## src/rtl/axi_fe_pkg.sv

```systemverilog
// Shared types and constants for the AXI4-Lite slave front end.
// Contents: FSM state enum, arbitration grant enum, AXI response codes.
package axi_fe_pkg;

  typedef enum logic [2:0] {
    IDLE,
    WR_CAP,
    RD_CAP,
    REQ,
    BRESP,
    RRESP
  } state_e;

  typedef enum logic {
    GRANT_READ,
    GRANT_WRITE
  } grant_e;

  localparam logic [1:0] RESP_OKAY   = 2'b00;
  localparam logic [1:0] RESP_SLVERR = 2'b10;

endpackage

```

## src/rtl/axi_fe_timeout.sv

```systemverilog
// Command watchdog for the AXI4-Lite front end.
// Ports:
//   clk, rst : clock, synchronous active-high reset
//   clear    : hold the count at zero (asserted whenever no command is active)
//   enable   : a command cycle elapsed without completion
//   expired  : enable is set on the LIMIT-th consecutive waiting cycle
module axi_fe_timeout #(
  parameter int unsigned LIMIT = 256
) (
  input  logic clk,
  input  logic rst,
  input  logic clear,
  input  logic enable,
  output logic expired
);

  localparam int unsigned CNT_W = (LIMIT > 1) ? $clog2(LIMIT) : 1;

  logic [CNT_W-1:0] cnt_q, cnt_d;

  always_comb begin
    cnt_d = cnt_q;
    if (clear) begin
      cnt_d = '0;
    end else if (enable) begin
      cnt_d = cnt_q + CNT_W'(1);
    end
  end

  always_ff @(posedge clk) begin
    if (rst) begin
      cnt_q <= '0;
    end else begin
      cnt_q <= cnt_d;
    end
  end

  assign expired = enable && (cnt_q == CNT_W'(LIMIT - 1));

endmodule

```

## src/rtl/axi4lite_slave_frontend.sv

```systemverilog
// AXI4-Lite slave front end: arbitrates AXI reads/writes and issues one
// APB-style command at a time to the downstream transactor, then returns
// the completion as a B or R response.
// Ports:
//   clk, rst              : clock, synchronous active-high reset
//   aw*/w*/b*             : AXI4-Lite write channels
//   ar*/r*                : AXI4-Lite read channels
//   cmd_sel..cmd_prot     : command toward the transactor, held until done
//   cmd_ready/slverr/rdata: single-cycle completion from the transactor
// Build option: define AXI_FE_TIMEOUT_EN to add a command watchdog that
// answers SLVERR after TIMEOUT_CYCLES cycles without completion.
// All outputs come straight from flops.
module axi4lite_slave_frontend
  import axi_fe_pkg::*;
#(
  parameter int unsigned DATA_WIDTH     = 32,
  parameter int unsigned ADDR_WIDTH     = 32,
  parameter int unsigned TIMEOUT_CYCLES = 256
) (
  input  logic                    clk,
  input  logic                    rst,
  input  logic                    awvalid,
  output logic                    awready,
  input  logic [ADDR_WIDTH-1:0]   awaddr,
  input  logic [2:0]              awprot,
  input  logic                    wvalid,
  output logic                    wready,
  input  logic [DATA_WIDTH-1:0]   wdata,
  input  logic [DATA_WIDTH/8-1:0] wstrb,
  output logic                    bvalid,
  input  logic                    bready,
  output logic [1:0]              bresp,
  input  logic                    arvalid,
  output logic                    arready,
  input  logic [ADDR_WIDTH-1:0]   araddr,
  input  logic [2:0]              arprot,
  output logic                    rvalid,
  input  logic                    rready,
  output logic [DATA_WIDTH-1:0]   rdata,
  output logic [1:0]              rresp,
  output logic                    cmd_sel,
  output logic                    cmd_write,
  output logic [ADDR_WIDTH-1:0]   cmd_addr,
  output logic [DATA_WIDTH-1:0]   cmd_wdata,
  output logic [DATA_WIDTH/8-1:0] cmd_strb,
  output logic [2:0]              cmd_prot,
  input  logic                    cmd_ready,
  input  logic                    cmd_slverr,
  input  logic [DATA_WIDTH-1:0]   cmd_rdata
);

  localparam int unsigned STRB_W = DATA_WIDTH / 8;

  if (TIMEOUT_CYCLES < 2) begin : g_bad_timeout
    $error("TIMEOUT_CYCLES must be at least 2");
  end

  state_e                state_q, state_d;
  grant_e                last_grant_q, last_grant_d;
  logic                  aw_got_q, aw_got_d, w_got_q, w_got_d;
  logic                  awready_q, awready_d, wready_q, wready_d, arready_q, arready_d;
  logic                  bvalid_q, bvalid_d, rvalid_q, rvalid_d;
  logic [1:0]            bresp_q, bresp_d, rresp_q, rresp_d;
  logic [DATA_WIDTH-1:0] rdata_q, rdata_d;
  logic                  cmd_sel_q, cmd_sel_d, cmd_write_q, cmd_write_d;
  logic [ADDR_WIDTH-1:0] cmd_addr_q, cmd_addr_d;
  logic [DATA_WIDTH-1:0] cmd_wdata_q, cmd_wdata_d;
  logic [STRB_W-1:0]     cmd_strb_q, cmd_strb_d;
  logic [2:0]            cmd_prot_q, cmd_prot_d;
  logic                  timeout_c;

`ifdef AXI_FE_TIMEOUT_EN
  // Count only while a command waits; cleared whenever REQ is not active.
  axi_fe_timeout #(
    .LIMIT (TIMEOUT_CYCLES)
  ) u_timeout (
    .clk     (clk),
    .rst     (rst),
    .clear   (state_q != REQ),
    .enable  ((state_q == REQ) && !cmd_ready),
    .expired (timeout_c)
  );
`else
  assign timeout_c = 1'b0;
`endif

  // Next-state, capture and registered-output decode.
  always_comb begin
    state_d      = state_q;
    last_grant_d = last_grant_q;
    aw_got_d     = aw_got_q;
    w_got_d      = w_got_q;
    bresp_d      = bresp_q;
    rresp_d      = rresp_q;
    rdata_d      = rdata_q;
    cmd_write_d  = cmd_write_q;
    cmd_addr_d   = cmd_addr_q;
    cmd_wdata_d  = cmd_wdata_q;
    cmd_strb_d   = cmd_strb_q;
    cmd_prot_d   = cmd_prot_q;

    case (state_q)
      IDLE: begin
        // On a tie the side opposite the last grant wins.
        if ((awvalid || wvalid) && (!arvalid || last_grant_q == GRANT_READ)) begin
          state_d      = WR_CAP;
          last_grant_d = GRANT_WRITE;
        end else if (arvalid) begin
          state_d      = RD_CAP;
          last_grant_d = GRANT_READ;
        end
      end
      WR_CAP: begin
        cmd_write_d = 1'b1;
        if (awvalid && awready_q) begin
          cmd_addr_d = awaddr;
          cmd_prot_d = awprot;
          aw_got_d   = 1'b1;
        end
        if (wvalid && wready_q) begin
          cmd_wdata_d = wdata;
          cmd_strb_d  = wstrb;
          w_got_d     = 1'b1;
        end
        if (aw_got_d && w_got_d) begin
          state_d  = REQ;
          aw_got_d = 1'b0;
          w_got_d  = 1'b0;
        end
      end
      RD_CAP: begin
        cmd_write_d = 1'b0;
        cmd_addr_d  = araddr;
        cmd_prot_d  = arprot;
        state_d     = REQ;
      end
      REQ: begin
        // A completion arriving on the expiry cycle takes priority.
        if (cmd_ready) begin
          if (cmd_write_q) begin
            bresp_d = cmd_slverr ? RESP_SLVERR : RESP_OKAY;
            state_d = BRESP;
          end else begin
            rresp_d = cmd_slverr ? RESP_SLVERR : RESP_OKAY;
            rdata_d = cmd_slverr ? '0 : cmd_rdata;
            state_d = RRESP;
          end
        end else if (timeout_c) begin
          if (cmd_write_q) begin
            bresp_d = RESP_SLVERR;
            state_d = BRESP;
          end else begin
            rresp_d = RESP_SLVERR;
            rdata_d = '0;
            state_d = RRESP;
          end
        end
      end
      BRESP: begin
        if (bready) state_d = IDLE;
      end
      RRESP: begin
        if (rready) state_d = IDLE;
      end
      default: state_d = IDLE;
    endcase

    awready_d = (state_d == WR_CAP) && !aw_got_d;
    wready_d  = (state_d == WR_CAP) && !w_got_d;
    arready_d = (state_d == RD_CAP);
    cmd_sel_d = (state_d == REQ);
    bvalid_d  = (state_d == BRESP);
    rvalid_d  = (state_d == RRESP);
  end

  always_ff @(posedge clk) begin
    if (rst) begin
      state_q      <= IDLE;
      last_grant_q <= GRANT_READ;
      aw_got_q     <= 1'b0;
      w_got_q      <= 1'b0;
      awready_q    <= 1'b0;
      wready_q     <= 1'b0;
      arready_q    <= 1'b0;
      bvalid_q     <= 1'b0;
      rvalid_q     <= 1'b0;
      bresp_q      <= RESP_OKAY;
      rresp_q      <= RESP_OKAY;
      rdata_q      <= '0;
      cmd_sel_q    <= 1'b0;
      cmd_write_q  <= 1'b0;
      cmd_addr_q   <= '0;
      cmd_wdata_q  <= '0;
      cmd_strb_q   <= '0;
      cmd_prot_q   <= '0;
    end else begin
      state_q      <= state_d;
      last_grant_q <= last_grant_d;
      aw_got_q     <= aw_got_d;
      w_got_q      <= w_got_d;
      awready_q    <= awready_d;
      wready_q     <= wready_d;
      arready_q    <= arready_d;
      bvalid_q     <= bvalid_d;
      rvalid_q     <= rvalid_d;
      bresp_q      <= bresp_d;
      rresp_q      <= rresp_d;
      rdata_q      <= rdata_d;
      cmd_sel_q    <= cmd_sel_d;
      cmd_write_q  <= cmd_write_d;
      cmd_addr_q   <= cmd_addr_d;
      cmd_wdata_q  <= cmd_wdata_d;
      cmd_strb_q   <= cmd_strb_d;
      cmd_prot_q   <= cmd_prot_d;
    end
  end

  assign awready   = awready_q;
  assign wready    = wready_q;
  assign arready   = arready_q;
  assign bvalid    = bvalid_q;
  assign bresp     = bresp_q;
  assign rvalid    = rvalid_q;
  assign rdata     = rdata_q;
  assign rresp     = rresp_q;
  assign cmd_sel   = cmd_sel_q;
  assign cmd_write = cmd_write_q;
  assign cmd_addr  = cmd_addr_q;
  assign cmd_wdata = cmd_wdata_q;
  assign cmd_strb  = cmd_strb_q;
  assign cmd_prot  = cmd_prot_q;

endmodule

```

## config.mk

```make
export PLATFORM = sky130hd
export DESIGN_NAME = axi4lite_slave_frontend
export DESIGN_NICKNAME = d
export VERILOG_FILES = /design/src/rtl/axi_fe_pkg.sv /design/src/rtl/axi_fe_timeout.sv /design/src/rtl/axi4lite_slave_frontend.sv
export SDC_FILE = /design/constraint.sdc
export NUM_CORES = 1
export LEC_CHECK = 0
export ABC_AREA = 1
export CORE_ASPECT_RATIO = 0.6
export CORE_MARGIN = 2
export CORE_UTILIZATION = 39
export DETAILED_ROUTE_END_ITERATION = 16
export PLACE_DENSITY = 0.9
export SYNTH_ARGS = -nofsm -noshare
export SYNTH_HDL_FRONTEND = slang
export SYNTH_SLANG_ARGS = --single-unit
```

## constraint.sdc

```tcl
create_clock -name clk -period 1.5 [get_ports clk]
set_input_delay 0.225 -clock clk [delete_from_list [all_inputs] [get_ports clk]]
set_output_delay 0.225 -clock clk [all_outputs]
set_load 0.01 [all_outputs]
```

# Word level (Yosys, flattened, before mapping)
# Cells that the tools add are included.
[totals]
output_inout_bits = 114
regBits = 120
wordCells = 75
[classes]
muxes = 25
bitwise = 2
n_reduce_logical = 19
eq_ne = 11
[op_table]
columns = ["operator", "count"]
rows = [
  ["$mux W32", 2],
  ["$pmux W32 S2", 1],
  ["$mux W3", 7],
  ["$pmux W3 S6", 1],
  ["$eq A3 B2 Y1 const B", 4],
  ["$eq A3 B3 Y1 const B", 4],
  ["$mux W1", 11],
  ["$eq A3 B1 Y1 const B", 2],
  ["$logic_and A1 B1 Y1", 6],
  ["$pmux W3 S2", 1],
  ["$reduce_and A2 Y1", 3],
  ["$reduce_and A3 Y1", 2],
  ["$reduce_bool A2 Y1", 2],
  ["$logic_not A1 Y1", 3],
  ["$logic_not A3 Y1", 1],
  ["$logic_or A1 B1 Y1", 2],
  ["$mux W2", 1],
  ["$ne A2 B2 Y1 const B", 1],
  ["$not A1 Y1", 2],
  ["$pmux W1 S2", 1],
]

# Logic depth before layout (Yosys ltp)
# Gate-level depths: netlist (run 1).
[logic_depth]
word_depth = 8
depth_mapped = 9

# Least setup slack after synthesis (run 1)
# Ideal clock, no wire load.
[synth_path]
kind = "register to register"
start = "register state_q[0]"
end = "register cmd_addr_q[10] (netlist: cmd_addr[10])"
arrival_ns = 1.177
path_slack_ns = 0.207
stages_incl_launch_ff = 9
cell_sequence = "dfxtp_1 > nand2_1 > nor2_2 > nand3_1 > nand2_2 > inv_2 > buf_2 > nor2_1 > nor2_1"
[synth_between]
elab_chain_cells = 3
word_cells_on_any_way = 6
[synth_rtl]
columns = ["element", "line_no", "source"]
rows = [
  ["start, declared", "axi4lite_slave_frontend.sv:58", "state_e state_q, state_d;"],
  ["start signal, assigned", "axi4lite_slave_frontend.sv:197", "state_q <= state_d;"],
  ["$eq A3 B1 Y1 / $eq A3 B2 Y1 (equally long branches)", "axi4lite_slave_frontend.sv:102", "case (state_q)"],
  ["$ne A2 B2 Y1 (no line) / $reduce_bool A2 Y1 (equally long branches)", "-", ""],
  ["$reduce_and A2 Y1 (no line)", "-", ""],
  ["end signal, assigned", "axi4lite_slave_frontend.sv:211", "cmd_addr_q <= cmd_addr_d;"],
  ["end, declared", "axi4lite_slave_frontend.sv:66", "logic [ADDR_WIDTH-1:0] cmd_addr_q, cmd_addr_d;"],
]
# Several ways; a longest one is shown, not always the timed one.
# A chain may end at the register's enable or synchronous reset.

# Worst setup path after layout (run 1)
[layout_path]
start = "register state_q[1]"
end = "register cmd_addr_q[25] (netlist: cmd_addr[25])"
# The elaborated chain is that of the path after synthesis.

==> results of run 1 <==
## synthesized netlist by cell type, drive strengths merged
cell type and count:
a21oi 38, buf 25, clkbuf 18, clkinv 1
conb 1, dfxtp 118, inv 20, nand2 159
nand3 46, nor2 161, nor3 3, o21ai 74
## worst min path at each step
stage,startpoint,to,slack [ns],depth (start not counted)
after global routing,cmd_rdata[16],rdata[16],0.37,3
after CTS,cmd_rdata[4],rdata[4],0.36,3
after detailed placement,rdata[16],rdata[16],0.46,2
final,cmd_rdata[3],rdata[3],0.38,3
after global placement,last_grant_q,last_grant_q,0.45,2
after floorplan,wdata[10],cmd_wdata[10],0.36,2
## per-stage QoR
stage / hold WS (ns) / cells / utilization (%)
after floorplan: 0.360 / 665 / -
after global routing: 0.366 / 1091 / 69.9
after CTS: 0.359 / 1090 / 69.3
final: 0.375 / 1091 / 69.9
after detailed placement: 0.456 / 1058 / 64.9
after global placement: 0.450 / 1058 / 64.9
## registers in the layout (all words and copies together), names as in the netlist
name and flops:
rdata 32, aw_got_q 1, bresp 1, cmd_prot 3
wready 1, awready 1, bvalid 1, cmd_wdata 32
last_grant_q 1, w_got_q 1, cmd_strb 4, cmd_sel 1
rresp 1, cmd_write 1, rvalid 1, cmd_addr 32
state_q 3, arready 1
## power groups by stage
stage | sequential, mW | combinational [mW] | clock (mW)
floorplan | 3.66 | 0.666 | 0
finish | 3.51 | 1.73 | 4.30
CTS | 3.50 | 1.73 | 4.38
global route | 3.53 | 1.92 | 4.55
global placement | 3.56 | 1.83 | 0
detailed placement | 3.57 | 1.85 | 0
## critical path, cell delays in order, from the launching register on
cell and delay [ns]:
dfxtp_1 0.43, inv_1 0.10, nand2_1 0.13, nor2_4 0.06, nand3_1 0.08, nand2_2 0.09
buf_12 0.17, o21ai_0 0.19, nor2_1 0.06
## repair_timing
item | 4_1_cts | 5_1_grt
pin swaps | 0 | 1
setup endpoints to repair | 101 | 73
gates resized for setup | 101 | 21
buffers inserted | 0 | 1
## cell type report
| cell class | count | area, µm² | area share (%) |
|---|---|---|---|
| multi-input combinational | 483 | 2050 | 25.5 |
| clock inverter | 14 | 200 | 2.49 |
| timing repair buffer | 277 | 2730 | 33.9 |
| inverter | 21 | 81.3 | 1.01 |
| sequential | 118 | 2360 | 29.4 |
| clock buffer | 18 | 429 | 5.33 |
| tap | 160 | 200 | 2.49 |
## kinds of logic after synthesis
| kind of cell | Yosys count |
|---|---|
| and+or+nand+nor | 369 |
| DFF | 118 |
| AOI/OAI and AO/OA | 112 |
| buffers and inverters | 64 |
| other | 1 |
## layer usage
layer  wire length, µm  vias up  GRT usage (%)
met5                 0        -              0
met1              6920     2381           29.5
met4               136        0           6.51
li1                  -     2619              -
met2              7430      181           41.1
met3              1200       12           8.62
## placed cells by master, fill, tap and decap left out, drive strengths merged
cell	netlist	final
dfxtp	118	118
clkinv	1	6
nor2	161	161
conb	1	2
clkdlybuf4s50	0	146
clkbuf	18	18
inv	20	22
dlymetal6s2s	0	11
a21oi	38	38
buf	25	19
nand2	159	159
clkinvlp	0	3
o21ai	74	74
bufinv	0	4
nand3	46	46
dlygate4sd2	0	101
nor3	3	3
==> results.md, run 1 <==
Run status:
- The flow ran to the end, and the final reports show no timing, DRC or antenna violations.

Global routing:
- The total global-route track usage is between 20% and 30%.
- The number of global-route vias before repair is 5079.
- Entering global routing, the biggest net connects between 40 and 50 pins.
- The number of antenna violations at the first check in global routing is 0.
- The first global-routing pass estimated ~25000 µm of wire.
- The global route total overflow is 0.

Synth:
- After Yosys synthesis, XOR and XNOR cells account for 0% of the synthesized area.
- The register bit total from synthesis is 118.
- The total number of yosys warnings is 0.
- In this run the mean area of a mapped cell was just over 7 µm².
- The most area-hungry cell type in the Yosys netlist is dfxtp_1.
- The multiplexer area fraction after synthesis is 0%.
- The distinct cell type count after synthesis is 21.
- The area fraction in compound gates after synthesis is 12.0%.
- After synthesis, the largest family of logic cells by area is simple AND/OR/NAND/NOR gates.
- The post-synthesis share of cell area spent on and, or, nand and nor gates is about a third.
- Sequential cells were found to cover about 50% of the synthesized design area.
- The adder and majority gate portion of the synthesized area is 0%.
- The area fraction of the dominant cell type after synthesis is between 50% and 60%.
- The synthesized instance count is approximately 660.
- The combined area of all synthesized cells is roughly 4700 µm².
- Ranked by total cell area, the synthesized netlist is headed by dfxtp_1 (50%), nor2_1 (13%), nand2_1 (13%).

Timing:
- The max-slew violation count is 0.
- The clock arrives with approximately 0.011 ns of skew.
- The clock period minus worst slack is ~1.4 ns.
- In the final timing run, aggregate negative setup slack is 0 ns.
- The top achievable clock speed is ~700 MHz.
- In the finished design, the share of the clock period the worst path needs comes to approximately 95%.
- The final number of hold-violating endpoints was 0.
- In the post-route analysis, the smallest setup slack over all paths is approximately 0.071 ns.
- Setup repair after global routing could not meet its margin everywhere.
- The setup-violating endpoint count in the final report is 0.

Cells and area:
- The area of all placed cells without fillers is roughly 8000 µm².
- After the last flow step, the layout net total stands at 1065.
- The post-route netlist has ~7.0% of its cells at a drive strength greater than 1.
- The final-layout fill cell count is 956.
- The area growth from synthesis to layout is 71.8%.
- The number of antenna diodes in the final layout is 0.

Setup path:
- The data arrival time at the worst-slack endpoint is ~1.7 ns.
- The type of destination of the critical path is a register.
- Following the worst setup path forward leads to its endpoint at cmd_addr[25].
- The critical path class is reg2reg.
- The worst register-to-register path begins at state_q[1].
- The most critical setup path has its startpoint at state_q[1].
- The register-to-register path setup slack is 0.07 ns.
- In this run the worst path has a maximum fanout of 35.
- The category of the worst setup path launch point is a register.
- In this run the critical register-to-register path is captured at cmd_addr[25].
- The data required time of the worst path is 1.79 ns.
- The worst register-to-register path has a depth of 8.

Place:
- At the end of routability-driven placement, the weighted congestion stood at between 0.8 and 0.9.
- After legalization and detailed placement, the total HPWL measured between 10000 and 15000 µm.
- After detailed placement, the total cell area comes to 7480 µm².
- During placement, the flow inserted port buffers numbering between 200 and 300.
- OpenSTA, run right after detailed placement, puts the worst setup slack at -0.154 ns.

Pwr:
- The total power divided by cell area is approximately 1200 nW/µm².
- The internal power summed over all cells is around 7.0 mW.
- The proportion of power drawn by combinational gates is between 10% and 20%.
- Sequential cells account for a little under two fifths of the total power.
- The worst ir drop on vdd is a little under 0.001 V.
- The share of total power in the clock network is a little under half.
- The switching portion of total power is between 20% and 30%.
- The analysis attributes to net switching a power of around 2.5 mW.
- Total power for the finished layout comes to 9.54 mW.
- Summed over all cells, the static leakage comes to around 4 nW.

CTS:
- TritonCTS built the clock tree.
- For this design, the CTS-stage hold fixing added 0 buffers.
- The number of buffers added by the clock tree synthesis step is 17.
- For the worst-skew pair, the clock arrives at the later sink with an insertion delay of 0.41 ns.
- The number of buffers between clock root and the deepest sink is 2.
- The root buffer cell chosen for the clock tree is clkbuf_16.
- Clock-pin slew was measured on the worst setup and hold paths at ~0.060 ns.
- The TritonCTS sink count is approximately 120.
- The H-tree was split into 4 levels.

Routing:
- The DRC violation total after the first TritonRoute iteration is about 290.
- Dividing the detail-routed via count by the number of cells gives 4.76.
- The routed layout has approximately 5200 vias.
- In the routed design, unresolved DRC markers number 0.
- The count of antenna-violating nets left after detailed routing is 0.
- Dividing the detail-routed wire length by the instance count gives 14.4 µm.
- Wires add up to 15700 µm.
- The first TritonRoute pass finished after 4 iterations.

Run:
- The number of maximum-capacitance violations is 0.

Floorplanning:
- The site row count is 30.
- The total die area is approximately 13000 µm².
- Once the floorplan was initialized, standard cells occupied around two fifths of the core.
- The height of the die is about 90 µm.
- After floorplanning, the core was sized to cover about 12000 µm².
- The floorplan step set the die width to about 150 µm.
- The I/O pin total is 261.

Worst hold path:
- The path class of the tightest hold or removal check is in2reg.
(Power assumes the default switching activity.)
==> run 2: changes to the inputs <==
Clock period 1.5 ns to 1.35 ns, I/O delays scaled along.
==> results.md, run 2 (synthesized netlist as in run 1, its figures left out) <==
Floorplanning:
- For this configuration, the core starts out at a cell density of approximately 41%.
- about 260 I/O pins were placed.
- The floorplan step defined a core boundary enclosing about 12000 µm².
- The site row count is 30.
- The die is 88.9 µm tall.
- The die covers between 10000 and 15000 µm².
- The width of the die is between 100 and 150 µm.

Place:
- After legalization and detailed placement, the total HPWL measured 11600 µm.
- Before CTS, the worst setup slack after placement is -0.303 ns.
- Routability-driven placement finished with a final weighted congestion of ~0.84.
- The number of I/O port buffers is around 260.

Timing:
- The setup-violating endpoint count in the final report is 42.
- The final number of hold-violating endpoints came to 0.
- The share of the clock period used by the worst path after layout is 106%.
- Setup slack on the critical path of the routed design comes to -0.0758 ns.
- The max-slew violation count is 0.
- The top achievable clock speed is between 700 and 800 MHz.
- Setup total negative slack on the finished layout was measured at -0.709 ns.
- Setup repair after global routing could not meet its margin everywhere.
- The post-route clock skew is 0.00873 ns.
- The clock period minus worst slack is between 1 and 1.5 ns.

CTS:
- The clock tree root buffer cell is clkbuf_16.
- In this run the deepest clock path goes through 2 buffers.
- Buffers inserted to repair hold after CTS numbered 0.
- CTS built an H-tree with a depth of 4.
- The clock net in this run drives a total of about 120 sinks.
- TritonCTS built the clock tree.
- Counting the buffers created by CTS gives 17.
- The clock latency on the worst-skew pair is 0.41 ns.
- Clock-pin slew was measured on the worst setup and hold paths at roughly 0.050 ns.

Cells and area:
- Fill cells in the final layout number roughly 860.
- The number of nets in the layout is about 1100.
- Once layout is complete, the utilization of the core stands at roughly three quarters.
- In the final layout, flip-flops and latches occupy approximately 2400 µm².
- The multi-input combinational cell area is roughly 2300 µm².
- The number of antenna diodes in the final layout is 0.
- The fraction of layout instances using a drive strength above 1 is 15.4%.
- Compared with the post-synthesis result, the final layout area differs by 85.5%.
- The library cell used most frequently in the layout, excluding fill and tap cells, is nor2_1.
- The top cell types in the final layout, fill and taps aside, are nor2_1 (151), clkdlybuf4s50_1 (146), nand2_1 (142).

Run:
- The number of maximum-capacitance violations is 0.

Routing:
- The via-per-instance ratio is 4.99.
- The final routed wirelength across all metal layers is 18800 µm.
- The detailed router finished its first iteration with about 340 violations.
- The first detailed-routing pass ran for 5 iterations.
- The routed wirelength normalized by instance count is 16.8 µm.
- The count of antenna-violating nets left after detailed routing is 0.
- The detailed router placed between 5000 and 6000 vias in this run.
- The number of remaining DRC errors is 0.

Worst hold path:
- The worst hold-check path type is in2reg.

Run status:
- The run finished, with violations left.
- The checks that failed: negative setup slack.

Global routing:
- The number of antenna violations at the first check in global routing is 0.
- The largest net degree at the start of global routing is 47.
- Summed over all layers, the global routing overflow is 0.
- The first global-routing pass estimated around 26000 µm of wire.
- The number of global-route vias before repair is 5180.
- Global routing consumed, over all layers together, roughly 25% of the routing resources.

Setup path:
- The critical-path maximum fanout is 4.
- The data required time of the worst path is 1.68 ns.
- For flop-to-flop paths, the worst setup slack is -0.06 ns.
- The critical path in this run is classified as in2reg.
- The category of the worst setup path launch point is an input port.
- The worst setup path is captured at a register.
- The data arrival time at the worst-slack endpoint is 1.76 ns.

Pwr:
- The worst ir drop on vdd is around 0.00082 V.
- The total power divided by cell area is approximately 1300 nW/µm².
- After layout, the design draws a total of 11.5 mW.
- In this run the static leakage power is 4.16 nW.
run 2: cell types whose count changed in the layout (fill, tap and decap cells not counted), moves of 12 or more:
cell     before  now
nand2_1     157  142
a21oi_1      38   23
nand3_1      43   31
a21oi_2       0   15
run 2: worst max-delay path: stages:
cell             delay, ns
clkdlybuf4s50_1       0.50
inv_1                 0.10
nor2_2                0.20
nand2_4               0.09
nor2_4                0.14
buf_6                 0.15
clkbuf_16             0.16
nand2_2               0.07
a21oi_2               0.16
run 2: per-layer routing:
layer	track usage (%)	vias to the layer above	share of wire, %
met2	43.6	267	47
met4	7.13	0	1.9
met3	11.2	31	10
met5	0	-	0
li1	-	2674	-
met1	28.2	2592	41
run 2: per-stage QoR:
stage	cell area, µm²	cells	hold WS, ns
after floorplan	4690	665	0.337
after global placement	7530	1064	0.450
after detailed placement	7530	1064	0.456
after CTS	8130	1096	0.335
after global routing	8690	1116	0.352
final	8690	1116	0.351
run 2: final cells by class:
type / count / area share [%]
Timing Repair Buffer: 303 / 35.1
Sequential cell: 118 / 27.3
Multi-Input combinational cell: 483 / 26.2
Clock buffer: 17 / 4.89
Clock inverter: 14 / 3.15
Tap cell: 160 / 2.30
Inverter: 21 / 1.07
run 2: final timing paths:
kind | from | end | depth (start not counted)
max | cmd_ready | rdata[22] | 9
min | cmd_rdata[20] | rdata[20] | 3
max reg2reg | state_q[2] | rdata[22] | 9
min reg2reg | last_grant_q | last_grant_q | 2
run 2: where the power goes:
part           switching [mW]  internal [mW]  total (mW)
combinational            1.16           1.11        2.26
sequential              0.146           3.76        3.90
clock                    1.70           3.67        5.37
total                    3.00           8.53        11.5
run 2: what timing repair did:
| action | in CTS | in global routing |
|---|---|---|
| cloned | 1 | 11 |
| setup endpoints to repair | 211 | 107 |
| setup buffers | 0 | 9 |
| resized for setup | 116 | 75 |
| pin swaps | 0 | 60 |
